<file path="src/rtl/halt_request_pkg.sv">
// rtl/halt_request_pkg.sv - shared CPU halt types, defaults and width helper
package halt_request_pkg;

    // Encoding is shared with the halt block's monitors; keep values stable.
    typedef enum logic [2:0] {
        ST_RUN      = 3'd0,
        ST_DRAIN    = 3'd1,
        ST_SIGNAL   = 3'd2,
        ST_WAIT_ACK = 3'd3,
        ST_HALTED   = 3'd4
    } halt_state_t;

    localparam int                          DEFAULT_OPCODE_W    = 6;
    localparam logic [DEFAULT_OPCODE_W-1:0] DEFAULT_HALT_OPCODE = 6'h3F;

    function automatic int count_width(input int max_count);
        return (max_count < 1) ? 1 : $clog2(max_count + 1);
    endfunction

endpackage

</file>
<file path="src/rtl/halt_request_if.sv">
// rtl/halt_request_if.sv - issue/retire/halt handshake bundle
interface halt_request_if import halt_request_pkg::*; #(
    parameter int OPCODE_W = DEFAULT_OPCODE_W,
    parameter int CNT_W    = count_width(4)
);
    logic                issue_valid;
    logic [OPCODE_W-1:0] issue_opcode;
    logic                retire;
    logic                halt_program;
    logic                fetch_stall;
    logic                halt_signal;
    logic                halted;
    logic [CNT_W-1:0]    inflight;
    logic                err;

    modport master (
        output issue_valid, issue_opcode, retire, halt_program,
        input  fetch_stall, halt_signal, halted, inflight, err
    );

    modport slave (
        input  issue_valid, issue_opcode, retire, halt_program,
        output fetch_stall, halt_signal, halted, inflight, err
    );
endinterface

</file>
<file path="src/rtl/halt_request_inflight_counter.sv">
// rtl/halt_request_inflight_counter.sv - saturating in-flight up/down counter
module inflight_counter import halt_request_pkg::*; #(
    parameter int MAX_COUNT = 4,
    parameter int CNT_W     = count_width(MAX_COUNT)
) (
    input  logic             clk,
    input  logic             rst,
    input  logic             inc,
    input  logic             dec,
    output logic [CNT_W-1:0] count,
    output logic             overflow,
    output logic             underflow
);
    // Error strobes only fire for a lone inc/dec; a paired inc+dec is a no-op.
    assign overflow  = inc && !dec && (count == CNT_W'(MAX_COUNT));
    assign underflow = dec && !inc && (count == '0);

    always_ff @(posedge clk) begin
        if (rst) begin
            count <= '0;
        end else if (inc && !dec && !overflow) begin
            count <= count + CNT_W'(1);
        end else if (dec && !inc && !underflow) begin
            count <= count - CNT_W'(1);
        end
    end
endmodule

</file>
<file path="src/rtl/halt_request.sv">
// rtl/halt_request.sv - drain in-flight work, then run the halt handshake
module halt_request import halt_request_pkg::*; #(
    parameter int                  OPCODE_W     = DEFAULT_OPCODE_W,
    parameter logic [OPCODE_W-1:0] HALT_OPCODE  = DEFAULT_HALT_OPCODE,
    parameter int                  MAX_INFLIGHT = 4,
    parameter int                  ACK_TIMEOUT  = 16
) (
    input  logic          clk,
    input  logic          rst,
    halt_request_if.slave bus
);
    localparam int               CNT_W    = count_width(MAX_INFLIGHT);
    localparam int               TMO_W    = (ACK_TIMEOUT > 2) ? $clog2(ACK_TIMEOUT) : 1;
    localparam logic [TMO_W-1:0] TMO_LAST = TMO_W'(ACK_TIMEOUT - 1);

    halt_state_t      state;
    logic [TMO_W-1:0] tmo_cnt;
    logic             stall_q;
    logic             err_q;
    logic             halt_signal_q;
    logic             halted_q;
    logic [CNT_W-1:0] count;
    logic             overflow;
    logic             underflow;
    logic             is_halt;
    logic             halt_issue;
    logic             count_inc;
    logic             proto_err;

    assign is_halt    = (bus.issue_opcode == HALT_OPCODE);
    assign halt_issue = (state == ST_RUN) && bus.issue_valid && is_halt;
    assign count_inc  = (state == ST_RUN) && bus.issue_valid && !is_halt;
    assign proto_err  = overflow || underflow
                     || (bus.issue_valid && !is_halt && (state != ST_RUN))
                     || (bus.halt_program && (state != ST_WAIT_ACK) && (state != ST_HALTED));

    inflight_counter #(
        .MAX_COUNT (MAX_INFLIGHT),
        .CNT_W     (CNT_W)
    ) u_inflight (
        .clk       (clk),
        .rst       (rst),
        .inc       (count_inc),
        .dec       (bus.retire),
        .count     (count),
        .overflow  (overflow),
        .underflow (underflow)
    );

    always_ff @(posedge clk) begin
        if (rst) begin
            state         <= ST_RUN;
            tmo_cnt       <= '0;
            stall_q       <= 1'b0;
            err_q         <= 1'b0;
            halt_signal_q <= 1'b0;
            halted_q      <= 1'b0;
        end else begin
            halt_signal_q <= 1'b0;
            if (proto_err) begin
                err_q <= 1'b1;
            end
            case (state)
                ST_RUN: begin
                    if (halt_issue) begin
                        state   <= ST_DRAIN;
                        stall_q <= 1'b1;
                    end
                end
                ST_DRAIN: begin
                    if (count == '0) begin
                        state         <= ST_SIGNAL;
                        halt_signal_q <= 1'b1;
                    end
                end
                ST_SIGNAL: begin
                    state   <= ST_WAIT_ACK;
                    tmo_cnt <= '0;
                end
                ST_WAIT_ACK: begin
                    // An acknowledge on the timeout cycle wins over a re-pulse.
                    if (bus.halt_program) begin
                        state    <= ST_HALTED;
                        halted_q <= 1'b1;
                    end else if (tmo_cnt == TMO_LAST) begin
                        state         <= ST_SIGNAL;
                        tmo_cnt       <= '0;
                        halt_signal_q <= 1'b1;
                    end else begin
                        tmo_cnt <= tmo_cnt + TMO_W'(1);
                    end
                end
                ST_HALTED: state <= ST_HALTED;
                default:   state <= ST_RUN;
            endcase
        end
    end

    assign bus.fetch_stall = stall_q || halt_issue;
    assign bus.halt_signal = halt_signal_q;
    assign bus.halted      = halted_q;
    assign bus.inflight    = count;
    assign bus.err         = err_q;
endmodule
</file>
<file path="src/flat_wrapper.sv">
// flat-port wrapper written by rule: the top's interface ports become plain ports
module halt_request_flat import halt_request_pkg::*;
#(
    parameter int                  OPCODE_W     = DEFAULT_OPCODE_W,
    parameter logic [OPCODE_W-1:0] HALT_OPCODE  = DEFAULT_HALT_OPCODE,
    parameter int                  MAX_INFLIGHT = 4,
    parameter int                  ACK_TIMEOUT  = 16
)
  (clk, rst, bus_issue_valid, bus_issue_opcode, bus_retire, bus_halt_program, bus_fetch_stall, bus_halt_signal, bus_halted, bus_inflight, bus_err);
  halt_request_if #(.OPCODE_W(OPCODE_W)) bus_i ();
  input  logic clk;
  input  logic rst;
  input wire logic [$bits(bus_i.issue_valid)-1:0] bus_issue_valid;
  input wire logic [$bits(bus_i.issue_opcode)-1:0] bus_issue_opcode;
  input wire logic [$bits(bus_i.retire)-1:0] bus_retire;
  input wire logic [$bits(bus_i.halt_program)-1:0] bus_halt_program;
  output wire logic [$bits(bus_i.fetch_stall)-1:0] bus_fetch_stall;
  output wire logic [$bits(bus_i.halt_signal)-1:0] bus_halt_signal;
  output wire logic [$bits(bus_i.halted)-1:0] bus_halted;
  output wire logic [$bits(bus_i.inflight)-1:0] bus_inflight;
  output wire logic [$bits(bus_i.err)-1:0] bus_err;
  assign bus_i.issue_valid = bus_issue_valid;
  assign bus_i.issue_opcode = bus_issue_opcode;
  assign bus_i.retire = bus_retire;
  assign bus_i.halt_program = bus_halt_program;
  assign bus_fetch_stall = bus_i.fetch_stall;
  assign bus_halt_signal = bus_i.halt_signal;
  assign bus_halted = bus_i.halted;
  assign bus_inflight = bus_i.inflight;
  assign bus_err = bus_i.err;
  halt_request #(.OPCODE_W(OPCODE_W), .HALT_OPCODE(HALT_OPCODE), .MAX_INFLIGHT(MAX_INFLIGHT), .ACK_TIMEOUT(ACK_TIMEOUT)) u_core (.clk(clk), .rst(rst), .bus(bus_i));
endmodule
</file>
<file path="config.mk">
export PLATFORM = sky130hd
export DESIGN_NAME = halt_request_flat
export DESIGN_NICKNAME = d
export VERILOG_FILES = /design/src/rtl/halt_request_pkg.sv /design/src/rtl/halt_request_if.sv /design/src/rtl/halt_request_inflight_counter.sv /design/src/rtl/halt_request.sv /design/src/flat_wrapper.sv
export SDC_FILE = /design/constraint.sdc
export NUM_CORES = 1
export LEC_CHECK = 0
export CORE_ASPECT_RATIO = 1.2
export CORE_MARGIN = 2
export CORE_UTILIZATION = 45
export DETAILED_ROUTE_END_ITERATION = 7
export PLACE_DENSITY = 0.71
export SLEW_MARGIN = 25
export SYNTH_ARGS = -nofsm -noshare
export SYNTH_HDL_FRONTEND = slang
export SYNTH_SLANG_ARGS = --single-unit
</file>
<file path="constraint.sdc">
create_clock -name clk -period 5.7 [get_ports clk]
set_input_delay 1.425 -clock clk [delete_from_list [all_inputs] [get_ports clk]]
set_output_delay 1.425 -clock clk [all_outputs]
set_load 0.01 [all_outputs]
</file>
# == After elaboration in Yosys (flattened, before gate mapping) ==
# Cells that the tools add are included.
# word_totals
register_bits,14
latch_bits,0
ram_bits,0
mem_bits_ro,0
out_inout_bits,7
n_memories,0
# classes
addsub,3
multipliers,0
div,0
magnitude_cmp,0
eq_ne,13
n_shift,0
n_mux,14
n_bitwise,0
n_reduce_logical,31
# op_table
cell,count
3-bit 2-to-1 mux,6
3-bit one-hot mux with 5 select lines,1
1-bit logical AND,13
4-bit 2-to-1 mux,2
4-bit one-hot mux with 2 select lines,1
3-bit by 2-bit == test with 1-bit output (second input constant),2
3-bit == test (second input constant),2
6-bit == test (second input constant),1
3-bit logical NOT,2
3-bit by 2-bit inequality test with 1-bit output (second input constant),2
2-bit AND reduction,3
1-bit logical NOT,5
4-bit by 1-bit adder with 4-bit output (second input constant),1
4-bit == test (second input constant),1
1-bit logical OR,4
2-bit by 1-bit inequality test with 1-bit output (second input constant),2
2-bit nonzero test,2
3-bit by 1-bit adder with 3-bit output (second input constant),1
3-bit by 1-bit == test with 1-bit output (second input constant),1
1-bit 2-to-1 mux,3
3-bit inequality test (second input constant),1
3-bit AND reduction,1
3-bit nonzero test,1
3-bit by 1-bit subtractor with 3-bit output (second input constant),1
2 further kinds,2

# == Logic depth before layout (Yosys ltp) ==
# Gate-level depths: netlist of the first run.
# logic_depth
depth_word,10
ltp_mapped,9
depth_no_buf,8

# == Cells and area by module ==
# Synthesis of the first run repeated with hierarchy kept, for this count alone.
# hier_totals
cells_unflattened,98
area_unflattened_um2,844.6
# modules_own_cells
module,n_inst,cells_each,area_each_um2,seq_area_each_um2
halt_request,1,69,590.6,220.2
inflight_counter,1,29,254.0,60.1

# == Least setup slack after synthesis of the first run ==
# Ideal clock, no wire load.
# synth_timing
kind,input -> output
from,input bus_issue_opcode[3]
to,output bus_fetch_stall
arrival_ps,1892
slack_ps,2383
cell_stages,3
n_path_buf,0
path_cell_list,nand4_1 > nor2_1 > a31o_1
# synth_between
elab_chain_len,3
# synth_rtl
item,line_no,rtl
"start, declared",flat_wrapper.sv:14,input wire logic [$bits(bus_i.issue_opcode)-1:0] bus_issue_opcode;
6-bit == test,halt_request.sv:30,assign is_halt = (bus.issue_opcode == HALT_OPCODE);
1-bit logical AND,halt_request.sv:31,assign halt_issue = (state == ST_RUN) && bus.issue_valid && is_halt;
1-bit logical OR,halt_request.sv:99,assign bus.fetch_stall = stall_q || halt_issue;
"end, declared",flat_wrapper.sv:17,output wire logic [$bits(bus_i.fetch_stall)-1:0] bus_fetch_stall;
# Every way passes these cells.

# == Worst setup path in the final report of the first run ==
# Same ends and word-level chain as after synthesis.

==> results of run 1 <==
[logic make-up (layout without fill, tap and decap cells)]
family,Yosys count,count (layout),share of synthesized area [%]
DFF,14,14,34.6
adders and majority gates,2,2,4.01
and+or+nand+nor,43,43,31.0
muxes,5,5,7.87
buffers and inverters,6,22,4.63
AOI/OAI and AO/OA,23,23,17.9
[state kept, by name, summed over array words and instances, names as in the netlist]
name and count:
u_core.tmo_cnt 4, u_core.bus.halted 1, u_core.bus.halt_signal 1, u_core.bus.err 1, u_core.u_inflight.count 3, u_core.stall_q 1
u_core.state 3
[report_power, final]
group          switching [mW]  internal, mW
clock network          0.0309        0.0245
registers              0.0123         0.104
logic                  0.0307        0.0383
[metal layers]
| metal | part of all wire (%) | track usage [%] | vias up |
|---|---|---|---|
| met1 | 44 | 21.8 | 347 |
| met5 | 0 | 0 | - |
| met2 | 47 | 30.6 | 36 |
| met3 | 7.0 | 5.04 | 3 |
| li1 | - | - | 372 |
| met4 | 1.8 | 9.38 | 0 |
[stage by stage]
stage          instances  utilization [%]  worst slack, ps  hold WS [ps]  instance area [µm²]
3_5_place_dp         124             58.6             1380           475                  973
5_1_grt              127             59.9             1290           544                  996
3_3_place_gp         124             58.6             1400           459                  973
2_1_floorplan         93                -             2380           471                  811
6_report             127             59.9             1400           483                  996
4_1_cts              127             59.9             1380           499                  996
[final cells by class]
type,instances,area [µm²],share of cell area [%]
inverter,2,7.51,0.754
sequential,14,280,28.1
clock buffer,3,22.5,2.26
multi-input combinational,73,493,49.5
tap,18,22.5,2.26
timing repair buffer,17,170,17.1
[worst paths after layout]
check	startpoint	end	slack, ps	cells after the start
setup / recovery	bus_issue_opcode[3]	bus_fetch_stall	1400	5
hold / removal	u_core.bus.halted$_SDFFE_PP0P_	u_core.bus.halted$_SDFFE_PP0P_	480	2
setup reg to reg	u_core.state[0]$_SDFFE_PP0P_	u_core.u_inflight.count[2]$_SDFFE_PP0P_	3310	8
hold reg to reg	u_core.bus.halted$_SDFFE_PP0P_	u_core.bus.halted$_SDFFE_PP0P_	480	2
[worst max-delay path, delay by kind of cell]
kind	cells	cell delay (ps)
compound gates	1	170
buf+inv	2	980
simple gates	2	310
[cell usage in the layout, fill, tap and decap left out, types with 3 or more instances in the layout]
master,n
nand2_1,6
nor2b_1,4
clkdlybuf4s50_1,17
clkbuf_4,3
nor2_1,10
mux2i_1,3
dfxtp_1,14
nand2b_1,6
o21ai_0,3
a21oi_1,11
==> out/results.ini, run 1 <==
[timing]
max_freq_ghz = 0.233
period_minus_slack_ps = 4300
slew_viol_final = 0
tightestPinTransition_ps = 530
fin_setup_tns_ps = 0
final_min_period_over_clock_period_pct = 75.5
finalClockSkew_ps = 0.570
setup_viol = 0
setup_repair_after_global_routing_missed_its_margin = no
max_slew_margin_pct = 64.6
final-hold-violation-count = 0

[setup_path]
startpoint_type = input port
critPathArrivalTime_ps = 2880
crit_slowest_cell = clkdlybuf4s50_1
critPathKind = in2out
critical_path_capture_point_type = output pin
worst_path_most_repeated_cell = clkdlybuf4s50_1
worstPathCellList = clkdlybuf4s50_1 > nand4_1 > nor2_1 > a31o_1 > clkdlybuf4s50_1
critical_path.max_stage_delay_ps = 530
critPathRequiredTime_ps = 4280
path_max_fanout = 3

[clock_network]
cts_hold_buf = 0
worst_setup_hold_path_clk_slew_ps = 80
clock_path_buffers = 2
postCtsResizedCells = 0
postCtsSetupRepairBufs = 0
cts_tree = done
cts_num_sinks = 14
clock_latency_ps = 280
cts_max_level = 1
tritoncts.num_buffers = 3
clock_tree.root_cell = clkbuf_4

[global_route]
grt_start_max_net_pins = 17
overflow = 0
grt_util_all_layers_pct = 18.6
grt_first_pass_wirelength_um = 2990
first_global_vias = 686
antenna_found_initial = 0

[place]
dpl.hpwl_um = 1250
placement.io_buffers = 17
final_estimated_routing_congestion_in_global_placement = 0.751

[detailed_routing]
vias_per_cell = 5.97
violation_count_after_the_first_detailed_routing_iteration = 19
via_count = 758
route.antenna.remaining_nets = 0
detail_route.drc_violations = 0
detail_route.wirelength_um = 1690
drtPass1Iterations = 4
post_drt_wl_per_cell_um = 13.3

[power_and_ir_drop]
ir_worst_vdd_uv = 216
static-leakage-power_nw = 0.360
post-layout-total-power_uw = 241
power_density_nw_per_um2 = 242

[run]
max_cap_violations = 0

[logic_synthesis]
synth_top_cell_by_area = dfxtp_1
netlist_top_cells_area = dfxtp_1, a21oi_1, nand2b_1
mappedNetlistNets = 106
syn-instance-count = 93
ys_types = 39
synth_edf_count = 0
seq_total_area_yosys_pct = 34.6
synth_top_flop_cell = dfxtp_1
synth_commonest_cells = dfxtp_1, a21oi_1, nor2_1
synth.top_cell.area_share_pct = 34.6
synth-seq-cells = 14
synthArstFlopShare_pct = 0
post_synth_instance_area_um2 = 811
synth_area_per_cell_um2 = 8.72
ys.warnings.count = 0
post-synth-top-count-cell = dfxtp_1

[die]
die_height_um = 50.5
area_enclosed_by_the_die_boundary_um2 = 2160
floorplan.rows = 16
num_io_pins = 18
start_util_pct = 48.8
coreArea_um2 = 1660
dieWidth_um = 42.8

[layout]
drive_gt1_share_pct = 8.26
areaGrowthSynthToFinish_pct = 22.8
insertedDiodeCount = 0
fillerInstances = 162
fin_nets = 124

[status]
status = finished, final reports clean

[hold_path]
hold_path.class = reg2reg

(Power assumes the default switching activity.)
==> inputs of run 2 (changes only) <==
==> constraint.sdc (replaced) <==
create_clock -name clk -period 4 [get_ports clk]
set_input_delay 1 -clock clk [delete_from_list [all_inputs] [get_ports clk]]
set_output_delay 1 -clock clk [all_outputs]
set_load 0.01 [all_outputs]
==> results of run 2 <==
Same layout as run 1 (identical final DEF). Status: finished, final reports clean.
Main changes from that run: setup slack after placement 1380 ps -> 530 ps; setup slack after layout 1400 ps -> 549 ps; register-to-register setup slack 3310 ps -> 1610 ps; total power 0.241 mW -> 0.343 mW; worst IR drop on VDD 216 µV -> 307 µV
==> inputs of run 3 (changes only) <==
--- a/config.mk
+++ b/config.mk
@@ -5,11 +5,12 @@
 export SDC_FILE = /design/constraint.sdc
 export NUM_CORES = 1
 export LEC_CHECK = 0
+export ABC_AREA = 1
 export CORE_ASPECT_RATIO = 1.2
 export CORE_MARGIN = 2
-export CORE_UTILIZATION = 45
+export CORE_UTILIZATION = 35
 export DETAILED_ROUTE_END_ITERATION = 7
-export PLACE_DENSITY = 0.71
+export PLACE_DENSITY = 0.58
 export SLEW_MARGIN = 25
 export SYNTH_ARGS = -nofsm -noshare
 export SYNTH_HDL_FRONTEND = slang
==> out/results.ini, run 3 <==
[status]
status = finished, final reports clean

[run]
max_cap_violations = 0

[timing]
whs_ps = 467
setup_viol = 0
final_min_period_over_clock_period_pct = 86.5
fin_setup_tns_ps = 0
tightestPinTransition_ps = 260
slew_viol_final = 0
setup_repair_after_global_routing_missed_its_margin = no
final-hold-violation-count = 0
finalClockSkew_ps = 2.33
max_freq_ghz = 0.289
period_minus_slack_ps = 3460
max_slew_margin_pct = 82.6

[layout]
drive_gt1_share_pct = 9.02
fin_nets = 148
fillerInstances = 221
layout_common_cells = nand2_1, inv_1, clkdlybuf4s50_1, dfxtp_1, nand3_1
largest_register_ff_count = 4
largest_register = u_core.tmo_cnt
reg_top3 = u_core.tmo_cnt (4), u_core.state (3), u_core.u_inflight.count (3)
insertedDiodeCount = 0
layout.cells.most_common = nand2_1
areaGrowthSynthToFinish_pct = 29.0

[clock_network]
clock_path_buffers = 2
cts_num_sinks = 14
postCtsSetupRepairBufs = 0
worst_setup_hold_path_clk_slew_ps = 80
cts_hold_buf = 0
clock_latency_ps = 270
tritoncts.num_buffers = 3
postCtsResizedCells = 0
cts_max_level = 1
cts_tree = done
clock_tree.root_cell = clkbuf_4

[setup_path]
critPathRequiredTime_ps = 3000
worstPathCellList = clkdlybuf4s50_1 > nand2_1 > nor2_1 > nand3_1 > nand2_1 > clkdlybuf4s50_1
critPathKind = in2out
crit_slowest_cell = clkdlybuf4s50_1
critical_path_capture_point_type = output pin
critical_path.max_stage_delay_ps = 520
path_max_fanout = 3
critPathArrivalTime_ps = 2460
startpoint_type = input port

[logic_synthesis]
post_synth_instance_area_um2 = 793
ys.warnings.count = 0
synth_top_cell_by_area = dfxtp_1
syn-instance-count = 113
synth.top_cell.area_share_pct = 35.3
synth_edf_count = 0
synth_commonest_cells = nand2_1, inv_1, dfxtp_1
synth_area_per_cell_um2 = 7.02
seq_total_area_yosys_pct = 35.3
synth-seq-cells = 14
mappedNetlistNets = 126
ys_types = 24
post-synth-top-count-cell = nand2_1
synthArstFlopShare_pct = 0
synth_top_flop_cell = dfxtp_1
netlist_top_cells_area = dfxtp_1, nand2_1, inv_1

[power_and_ir_drop]
ir_worst_vdd_uv = 197
static-leakage-power_nw = 0.452
power_density_nw_per_um2 = 290

[global_route]
grt_first_pass_wirelength_um = 3100
grt_start_max_net_pins = 8
overflow = 0
grt_util_all_layers_pct = 15.4
first_global_vias = 758
antenna_found_initial = 0

[detailed_routing]
violation_count_after_the_first_detailed_routing_iteration = 9
post_drt_wl_per_cell_um = 10.5
detail_route.wirelength_um = 1710
detail_route.drc_violations = 0
vias_per_cell = 4.74
via_count = 773
route.antenna.remaining_nets = 0
drtPass1Iterations = 4

[die]
floorplan.rows = 18
die_height_um = 56.2
num_io_pins = 18
area_enclosed_by_the_die_boundary_um2 = 2660
start_util_pct = 37.9
coreArea_um2 = 2090
dieWidth_um = 47.5

[hold_path]
hold_path.class = reg2reg

[place]
dpl.hpwl_um = 1360
final_estimated_routing_congestion_in_global_placement = 0.792
placement.io_buffers = 17

[run 3: worst paths after layout]
kind                            cells past startpoint                                      end  slack [ps]                          from
worst max-delay path                                6                          bus_fetch_stall         540           bus_issue_opcode[1]
worst min-delay path                                2              u_core.stall_q$_SDFFE_PP0P_         470   u_core.stall_q$_SDFFE_PP0P_
worst max register to register                      9  u_core.u_inflight.count[2]$_SDFFE_PP0P_        2250  u_core.state[0]$_SDFFE_PP0P_
worst min register to register                      2              u_core.stall_q$_SDFFE_PP0P_         470   u_core.stall_q$_SDFFE_PP0P_
[run 3: layer usage]
| layer | vias up | GRT usage, % | wire length [µm] |
|---|---|---|---|
| met5 | - | 0 | 0 |
| met4 | 0 | 7.94 | 14 |
| met3 | 2 | 2.92 | 64 |
| met2 | 11 | 23.7 | 838 |
| met1 | 349 | 19.5 | 795 |
| li1 | 411 | - | - |
[run 3: report_power, final]
part | switching, mW | internal [mW] | leakage, nW
clock | 0.0434 | 0.0348 | 0.0138
sequential | 0.00605 | 0.145 | 0.114
combinational | 0.0346 | 0.0326 | 0.324
total | 0.0840 | 0.213 | 0.452
[run 3: worst max-delay path, delay by kind of cell]
kind | cells | cell delay (ps)
simple gates | 4 | 480
buf+inv | 2 | 980
[run 3: kinds of logic (layout without fill, tap and decap cells)]
kind of cell               Yosys count  in the layout  synth area share, %
and+or+nand+nor                     54             54                 34.1
buffers and inverters               23             43                 10.9
adders and majority gates            2              2                 4.10
AOI/OAI and AO/OA                   20             20                 15.6
DFF                                 14             14                 35.3
[run 3: area by class of cell]
class | count | area [µm²] | area share [%]
Sequential cell | 14 | 280 | 27.4
Multi-Input combinational cell | 76 | 427 | 41.7
Clock buffer | 3 | 22.5 | 2.20
Tap cell | 30 | 37.5 | 3.67
Inverter | 23 | 86.3 | 8.44
Timing Repair Buffer | 17 | 170 | 16.6
[run 3: metrics by stage]
step	worst slack, ps	std cells	power (mW)	cell area (µm²)	util, %
global route	434	163	0.319	1020	48.9
floorplan	1540	113	0.190	793	-
global placement	570	160	0.221	1000	47.8
finish	539	163	0.297	1020	48.9
CTS	530	163	0.302	1020	48.9
detailed placement	532	160	0.222	1000	47.8
